[src/rtl/pipe_pkg.sv]
// Shared definitions for the pipeline stage register: state encoding and default widths.
package pipe_pkg;

    // Default payload: PC 32 + dest 5 + ALU 32 + mem 32
    localparam int PIPE_DATA_W = 101;
    // Default control sideband: write-select 2 + reg-enable 1
    localparam int PIPE_CTRL_W = 3;

    // Occupancy-coded state: the encoding doubles as the entry count
    typedef enum logic [1:0] {
        ST_EMPTY = 2'd0,
        ST_BUSY  = 2'd1,
        ST_FULL  = 2'd2
    } pipe_state_e;

    // Upstream may be accepted in every state except FULL
    function automatic logic can_accept(input pipe_state_e st);
        return (st != ST_FULL);
    endfunction

endpackage

[src/rtl/pipe_stage_reg.sv]
// Two-entry pipeline stage register (main + skid) with valid/ready handshakes,
// flush, and a registered upstream ready so OUT_READY never reaches IN_READY
// combinationally.
module pipe_stage_reg
    import pipe_pkg::*;
#(
    parameter int DATA_W            = PIPE_DATA_W,
    parameter int CTRL_W            = PIPE_CTRL_W,
    parameter bit FLUSH_CLEARS_DATA = 1'b0
) (
    input  logic              CLK,
    input  logic              RESET_N,
    input  logic              FLUSH,
    input  logic              IN_VALID,
    output logic              IN_READY,
    input  logic [DATA_W-1:0] IN_DATA,
    input  logic [CTRL_W-1:0] IN_CTRL,
    output logic              OUT_VALID,
    input  logic              OUT_READY,
    output logic [DATA_W-1:0] OUT_DATA,
    output logic [CTRL_W-1:0] OUT_CTRL,
    output logic [1:0]        OCC
);

    pipe_state_e       r_state;
    pipe_state_e       w_state_next;
    logic              r_in_ready;

    logic [DATA_W-1:0] r_main_data;
    logic [CTRL_W-1:0] r_main_ctrl;
    logic [DATA_W-1:0] r_skid_data;
    logic [CTRL_W-1:0] r_skid_ctrl;

    logic              w_out_valid;
    logic              w_in_xfer;
    logic              w_out_xfer;

    // Datapath steering decided by the FSM
    logic              w_main_from_in;
    logic              w_main_from_skid;
    logic              w_main_drain;
    logic              w_skid_from_in;

    assign w_out_valid = (r_state != ST_EMPTY);
    assign w_in_xfer   = IN_VALID && r_in_ready;
    assign w_out_xfer  = w_out_valid && OUT_READY;

    // State register plus registered upstream ready (reset > flush > handshake)
    always_ff @(posedge CLK) begin
        if (!RESET_N) begin
            r_state    <= ST_EMPTY;
            r_in_ready <= 1'b1;
        end else begin
            r_state    <= w_state_next;
            r_in_ready <= can_accept(w_state_next);
        end
    end

    // Next-state logic; flush overrides every handshake outcome
    always_comb begin
        w_state_next = r_state;
        unique case (r_state)
            ST_EMPTY: if (w_in_xfer) w_state_next = ST_BUSY;
            ST_BUSY: begin
                if (w_in_xfer && !w_out_xfer)      w_state_next = ST_FULL;
                else if (!w_in_xfer && w_out_xfer) w_state_next = ST_EMPTY;
            end
            ST_FULL: if (w_out_xfer) w_state_next = ST_BUSY;
            default: w_state_next = ST_EMPTY;
        endcase
        if (FLUSH) w_state_next = ST_EMPTY;
    end

    // Datapath steering: which register loads from where this cycle
    always_comb begin
        w_main_from_in   = 1'b0;
        w_main_from_skid = 1'b0;
        w_main_drain     = 1'b0;
        w_skid_from_in   = 1'b0;
        unique case (r_state)
            ST_EMPTY: w_main_from_in = w_in_xfer;
            ST_BUSY: begin
                w_main_from_in = w_in_xfer && w_out_xfer;
                w_skid_from_in = w_in_xfer && !w_out_xfer;
                w_main_drain   = !w_in_xfer && w_out_xfer;
            end
            ST_FULL: w_main_from_skid = w_out_xfer;
            default: ;
        endcase
    end

    // Main (head) register; control is cleared whenever the head leaves with nothing behind it
    always_ff @(posedge CLK) begin
        if (!RESET_N) begin
            r_main_data <= '0;
            r_main_ctrl <= '0;
        end else if (FLUSH) begin
            r_main_ctrl <= '0;
            if (FLUSH_CLEARS_DATA) r_main_data <= '0;
        end else if (w_main_from_in) begin
            r_main_data <= IN_DATA;
            r_main_ctrl <= IN_CTRL;
        end else if (w_main_from_skid) begin
            r_main_data <= r_skid_data;
            r_main_ctrl <= r_skid_ctrl;
        end else if (w_main_drain) begin
            r_main_ctrl <= '0;
            if (FLUSH_CLEARS_DATA) r_main_data <= '0;
        end
    end

    // Skid register: catches the entry that arrives while the head is stalled
    always_ff @(posedge CLK) begin
        if (!RESET_N) begin
            r_skid_data <= '0;
            r_skid_ctrl <= '0;
        end else if (FLUSH) begin
            r_skid_ctrl <= '0;
            if (FLUSH_CLEARS_DATA) r_skid_data <= '0;
        end else if (w_skid_from_in) begin
            r_skid_data <= IN_DATA;
            r_skid_ctrl <= IN_CTRL;
        end else if (w_main_from_skid) begin
            r_skid_ctrl <= '0;
            if (FLUSH_CLEARS_DATA) r_skid_data <= '0;
        end
    end

    // Output decode from registered state only
    always_comb begin
        IN_READY  = r_in_ready;
        OUT_VALID = w_out_valid;
        OUT_DATA  = r_main_data;
        OUT_CTRL  = w_out_valid ? r_main_ctrl : '0;
        OCC       = r_state;
    end

endmodule

[config.mk]
export PLATFORM = sky130hd
export DESIGN_NAME = pipe_stage_reg
export DESIGN_NICKNAME = d
export VERILOG_FILES = /design/src/rtl/pipe_pkg.sv /design/src/rtl/pipe_stage_reg.sv
export SDC_FILE = /design/constraint.sdc
export NUM_CORES = 1
export LEC_CHECK = 0
export CORE_MARGIN = 5
export CORE_UTILIZATION = 25
export DETAILED_ROUTE_END_ITERATION = 12
export DONT_BUFFER_PORTS = 1
export SLEW_MARGIN = 15
export SYNTH_ARGS = -nofsm -noshare
export SYNTH_HDL_FRONTEND = slang
export SYNTH_SLANG_ARGS = --single-unit
[constraint.sdc]
create_clock -name CLK -period 2.3 [get_ports CLK]
set_clock_uncertainty 0.15 [all_clocks]
set_input_delay 0.69 -clock CLK [delete_from_list [all_inputs] [get_ports CLK]]
set_output_delay 0.69 -clock CLK [all_outputs]
set_load 0.05 [all_outputs]
# Yosys cells after proc, flatten, opt, wreduce, memory -nomap -nowiden
# Cells that the tools add are included.
[totals] elab_cells=44 input_bits=109 out_inout_bits=108 ff_bits=211
[op_classes] n_reduce_logical=15 n_eq_ne=3 n_bitwise=2 mux=18
[op_table] cell="101-bit 2-to-1 mux" n=2
[op_table] cell="3-bit 2-to-1 mux" n=6
[op_table] cell="2-bit 2-to-1 mux" n=5
[op_table] cell="2-bit one-hot mux with 3 select lines" n=1
[op_table] cell="2-bit nonzero test" n=3
[op_table] cell="1-bit logical AND" n=5
[op_table] cell="2-bit AND reduction" n=2
[op_table] cell="1-bit 2-to-1 mux" n=3
[op_table] cell="3-bit nonzero test" n=1
[op_table] cell="2-bit by 1-bit == test with 1-bit output (second input constant)" n=1
[op_table] cell="2-bit == test (second input constant)" n=1
[op_table] cell="1-bit logical NOT" n=2
[op_table] cell="2-bit logical NOT" n=1
[op_table] cell="2-bit != test (second input constant)" n=1
[op_table] cell="1-bit NOT" n=2
[op_table] cell="1-bit one-hot mux with 2 select lines" n=1
[op_table] cell="2-bit OR reduction" n=1

# Logic depth before layout (Yosys ltp)
[depth] ltp_word=8 ltp_mapped=6 mapped_depth_nobuf=4

# Worst setup path before layout
# No wires, ideal clock.
[synth_path] kind="flip-flop to output port" start="register r_state[1], in the netlist OCC[1]" end="output port OUT_CTRL[0]" stages_incl_launch_ff=4 t_required_ns=1.460 n_path_buf=1 arrival_time_ns=1.737 path_slack_ns=-0.277 cell_sequence="dfxtp_1 -> buf_2 -> nor2_1 -> nor2b_1"
[synth_between] elab_chain_cells=2
[synth_lines] element="start: declaration" line="pipe_stage_reg.sv:25" text="pipe_state_e r_state;"
[synth_lines] element="start signal: assignment" line="pipe_stage_reg.sv:54" text="r_state <= w_state_next;"
[synth_lines] element="2-bit nonzero test" line="pipe_stage_reg.sv:44" text="assign w_out_valid = (r_state != ST_EMPTY);"
[synth_lines] element="3-bit 2-to-1 mux" line="pipe_stage_reg.sv:134" text="OUT_CTRL = w_out_valid ? r_main_ctrl : '0;"
[synth_lines] element="end: declaration" line="pipe_stage_reg.sv:21" text="output logic [CTRL_W-1:0] OUT_CTRL,"
# Every way passes these cells.

# Worst setup path after layout
[layout_path] start="register r_state[1], in the netlist OCC[1]" end="output port OUT_VALID"
[layout_between] elab_chain_cells=1
[layout_lines] element="2-bit nonzero test" line="pipe_stage_reg.sv:44"
[layout_lines] element="end: declaration" line="pipe_stage_reg.sv:18" text="output logic OUT_VALID,"
# Every way passes these cells.

==> results.sh <==
export IMPL_status="completed"
export IMPL_slowest_delay_ns=0.35
export IMPL_met3_length_um=2490
export IMPL_comb_power_share_pct=5.1
export IMPL_syn_to_final_growth_pct=16.2
export IMPL_cellPowerDensity_nw_per_um2=911
export IMPL_critPathSlowestCell="dfxtp_2"
export IMPL_rows=65
export IMPL_seqPwrFrac_pct=51.2
export IMPL_min_path_cells=2
export IMPL_crit_required_ns=1.46
export IMPL_min_from="IN_DATA[32]"
export IMPL_ctsRootBufferMaster="clkbuf_16"
export IMPL_cts_tree="built"
export IMPL_synth_area_um2=8050
export IMPL_drc=0
export IMPL_dr_pass1_iters=5
export IMPL_wl_met2_um=10800
export IMPL_place_gp_congestion=0.739
export IMPL_vias_per_cell=4.86
export IMPL_gr_total_overflow=0
export IMPL_holdPathEnd="r_skid_data[32]$_SDFFE_PN0P_"
export IMPL_synth_nets=1051
export IMPL_period_share_pct=93.4
export IMPL_switching_power_mw=2.30
export IMPL_syn_avg_cell_area_um2=8.54
export IMPL_clockBufferDepth=3
export IMPL_worst_slew_pin_slew_ns=0.596
export IMPL_grt_max_degree=204
export IMPL_p_int_mw=6.21
export IMPL_fin_nets=1020
export IMPL_maxCapViolations=0
export IMPL_grt_pass1_wl_um=35700
export IMPL_antenna_found_initial=0
export IMPL_drive_gt1_share_pct=7.55
export IMPL_rsz0062_at_grt="false"
export IMPL_drt_iter0_drc=265
export IMPL_r2r_setup_slack_ns=0.49
export IMPL_hold_viol_final=0
export IMPL_routed_wl_um=23000
export IMPL_cts_buffers=25
export IMPL_worstReg2RegStart="OCC[1]$_SDFF_PN0_"
export IMPL_p_leak_nw=3.20
export IMPL_critPathCaptureType="output pin"
export IMPL_syn_inst=942
export IMPL_layout_commonest_cell="dfxtp_1"
export IMPL_final_cells=1329
export IMPL_ys_ff_latch=211
export IMPL_die_height_um=189
export IMPL_route_vias_total=6455
export IMPL_io_buffers=0
export IMPL_highest_layer="met4"
export IMPL_die_w_um=189
export IMPL_start_util_pct=25.4
export IMPL_sw_frac_of_total_pct=27.0
export IMPL_min_period_ns=2.15
export IMPL_ioPinCount=217
export IMPL_gr_usage_all_layers_pct=12.1
export IMPL_n_antenna_cell=0
export IMPL_setup_tns_ns=0
export IMPL_yosysSeqAreaShare_pct=52.5
export IMPL_final_antenna_net_count=0
export IMPL_cp_cell_sequence="nor2_4, inv_1, buf_12"
export IMPL_clock_latency_ns=0.51
export IMPL_dpl_cell_count=1286
export IMPL_irDropWorstVdd_mv=0.425
export IMPL_cts_htree_levels=1
export IMPL_core_um2=31600
export IMPL_mostFrequentLayoutCells="209 x dfxtp_1, 207 x nor2_1, 207 x nand2_1, 101 x o221ai_1, 90 x a21boi_1"
export IMPL_slew_headroom_pct=60.2
export IMPL_yosysTopAreaCell="dfxtp_1"
export IMPL_m1WireLength_um=9190
export IMPL_synthDistinctLibCells=28
export IMPL_numClockSinks=211
export IMPL_dpl_hpwl_um=14000
export IMPL_setup_violations=0
export IMPL_fmax_mhz=465
export IMPL_slew_viol_final=0
export IMPL_cp_data_arrival_time_ns=1.31
export IMPL_wl_per_cell_um=17.3
export IMPL_ys_top_cells_by_area="dfxtp_1 53%, o221ai_1 11%, nor2_1 9.8%, nand2_1 9.7%, a21boi_1 8.4%"
export IMPL_die_area_um2=35900
export IMPL_worst_r2r_endpoint="r_skid_data[56]$_SDFFE_PN0P_"
export IMPL_crit_type="reg -> out"
export IMPL_hold_path_class="in -> reg"
export IMPL_synth_top_area_share_pct=52.5
export IMPL_start_kind="register"
export IMPL_cts_clk_slew_worst_paths_ns=0.06
export IMPL_cp_max_fo=5
export IMPL_pwr_share_clk_pct=43.8
export IMPL_grt_pass1_vias=6273
export IMPL_rr_worst_depth=6
export IMPL_ys_warn_count=0
-- worst max path at each step --
stage / start / end / slack (ns)
2_1_floorplan: OCC[1]$_SDFF_PN0_ / OUT_CTRL[0] / -0.04
3_3_place_gp: FLUSH / r_skid_data[56]$_SDFFE_PN0P_ / 0.20
3_5_place_dp: FLUSH / r_skid_data[56]$_SDFFE_PN0P_ / 0.15
4_1_cts: OCC[0]$_SDFF_PN0_ / OUT_CTRL[0] / 0.02
5_1_grt: OCC[1]$_SDFF_PN0_ / OUT_CTRL[0] / 0.08
6_report: OCC[1]$_SDFF_PN0_ / OUT_VALID / 0.15
-- Yosys cell counts, drive strengths merged --
master / n
nand2: 207
o221ai: 101
dfxtp: 211
nor2: 209
nor2b: 4
or3: 1
inv: 1
a222oi: 3
and3b: 1
a21oi: 4
nand3: 4
clkbuf: 23
nand2b: 3
nand4bb: 2
nor3b: 1
buf: 56
nor3: 2
a21o: 1
o311a: 1
o21ai: 1
a21boi: 101
a31oi: 1
nand3b: 2
or2: 2
-- per-layer routing --
layer / global-route usage, % / vias up
met2: 20.6 / 213
met5: 0 / -
met3: 5.25 / 41
met4: 3.09 / 0
li1: - / 3169
met1: 13.8 / 3032
-- what timing repair did --
item | CTS | global route
setup buffers | 0 | 0
hold buffers | 0 | 0
resized for setup | 2 | 2
endpoints found under the setup margin | 4 | 2
-- flip-flops by register name, summed over array words and instances (netlist names) --
signal and cells:
OUT_DATA 101, IN_READY 1, OCC 2, r_skid_ctrl 3
r_skid_data 101, r_main_ctrl 3
-- cells by family (layout without fill, tap and decap cells) --
family / after synthesis / in the layout / share of synthesized area, %
and+or+nand+nor: 438 / 438 / 21.2
AOI/OAI and AO/OA: 213 / 213 / 21.4
buffers and inverters: 80 / 65 / 4.87
DFF: 211 / 211 / 52.5
-- cell type report --
type	instances	area, um^2
Inverter	1	3.75
Clock inverter	5	33.8
Timing Repair Buffer	21	345
Tap cell	402	503
Sequential cell	211	4230
Multi-Input combinational cell	651	3490
Fill cell	3278	22300
Clock buffer	38	744
-- through the flow --
stage	util [%]	instance area (um^2)	setup WS, ns	hold slack [ns]	total power, mW
after floorplan	-	8050	-0.0434	0.285	4.77
after global placement	27.1	8560	0.197	0.290	4.86
after detailed placement	27.1	8560	0.151	0.295	4.87
after CTS	29.5	9340	0.0216	0.117	8.68
after global routing	29.5	9350	0.0767	0.125	8.88
final	29.5	9350	0.151	0.156	8.51
-- power by group through the flow --
stage	Clock (mW)	Combinational (mW)	Sequential, mW
finish	3.73	0.430	4.35
global placement	0	0.428	4.43
detailed placement	0	0.433	4.44
floorplan	0	0.373	4.39
global route	4.03	0.487	4.37
CTS	3.89	0.435	4.36
-- worst max-delay path, delay by kind of cell, from the launching register on --
kind                   cells  cell delay, ns
and+or+nand+nor            1            0.19
DFF                        1            0.35
buffers and inverters      2            0.25
Power figures use the tool's default switching activity.
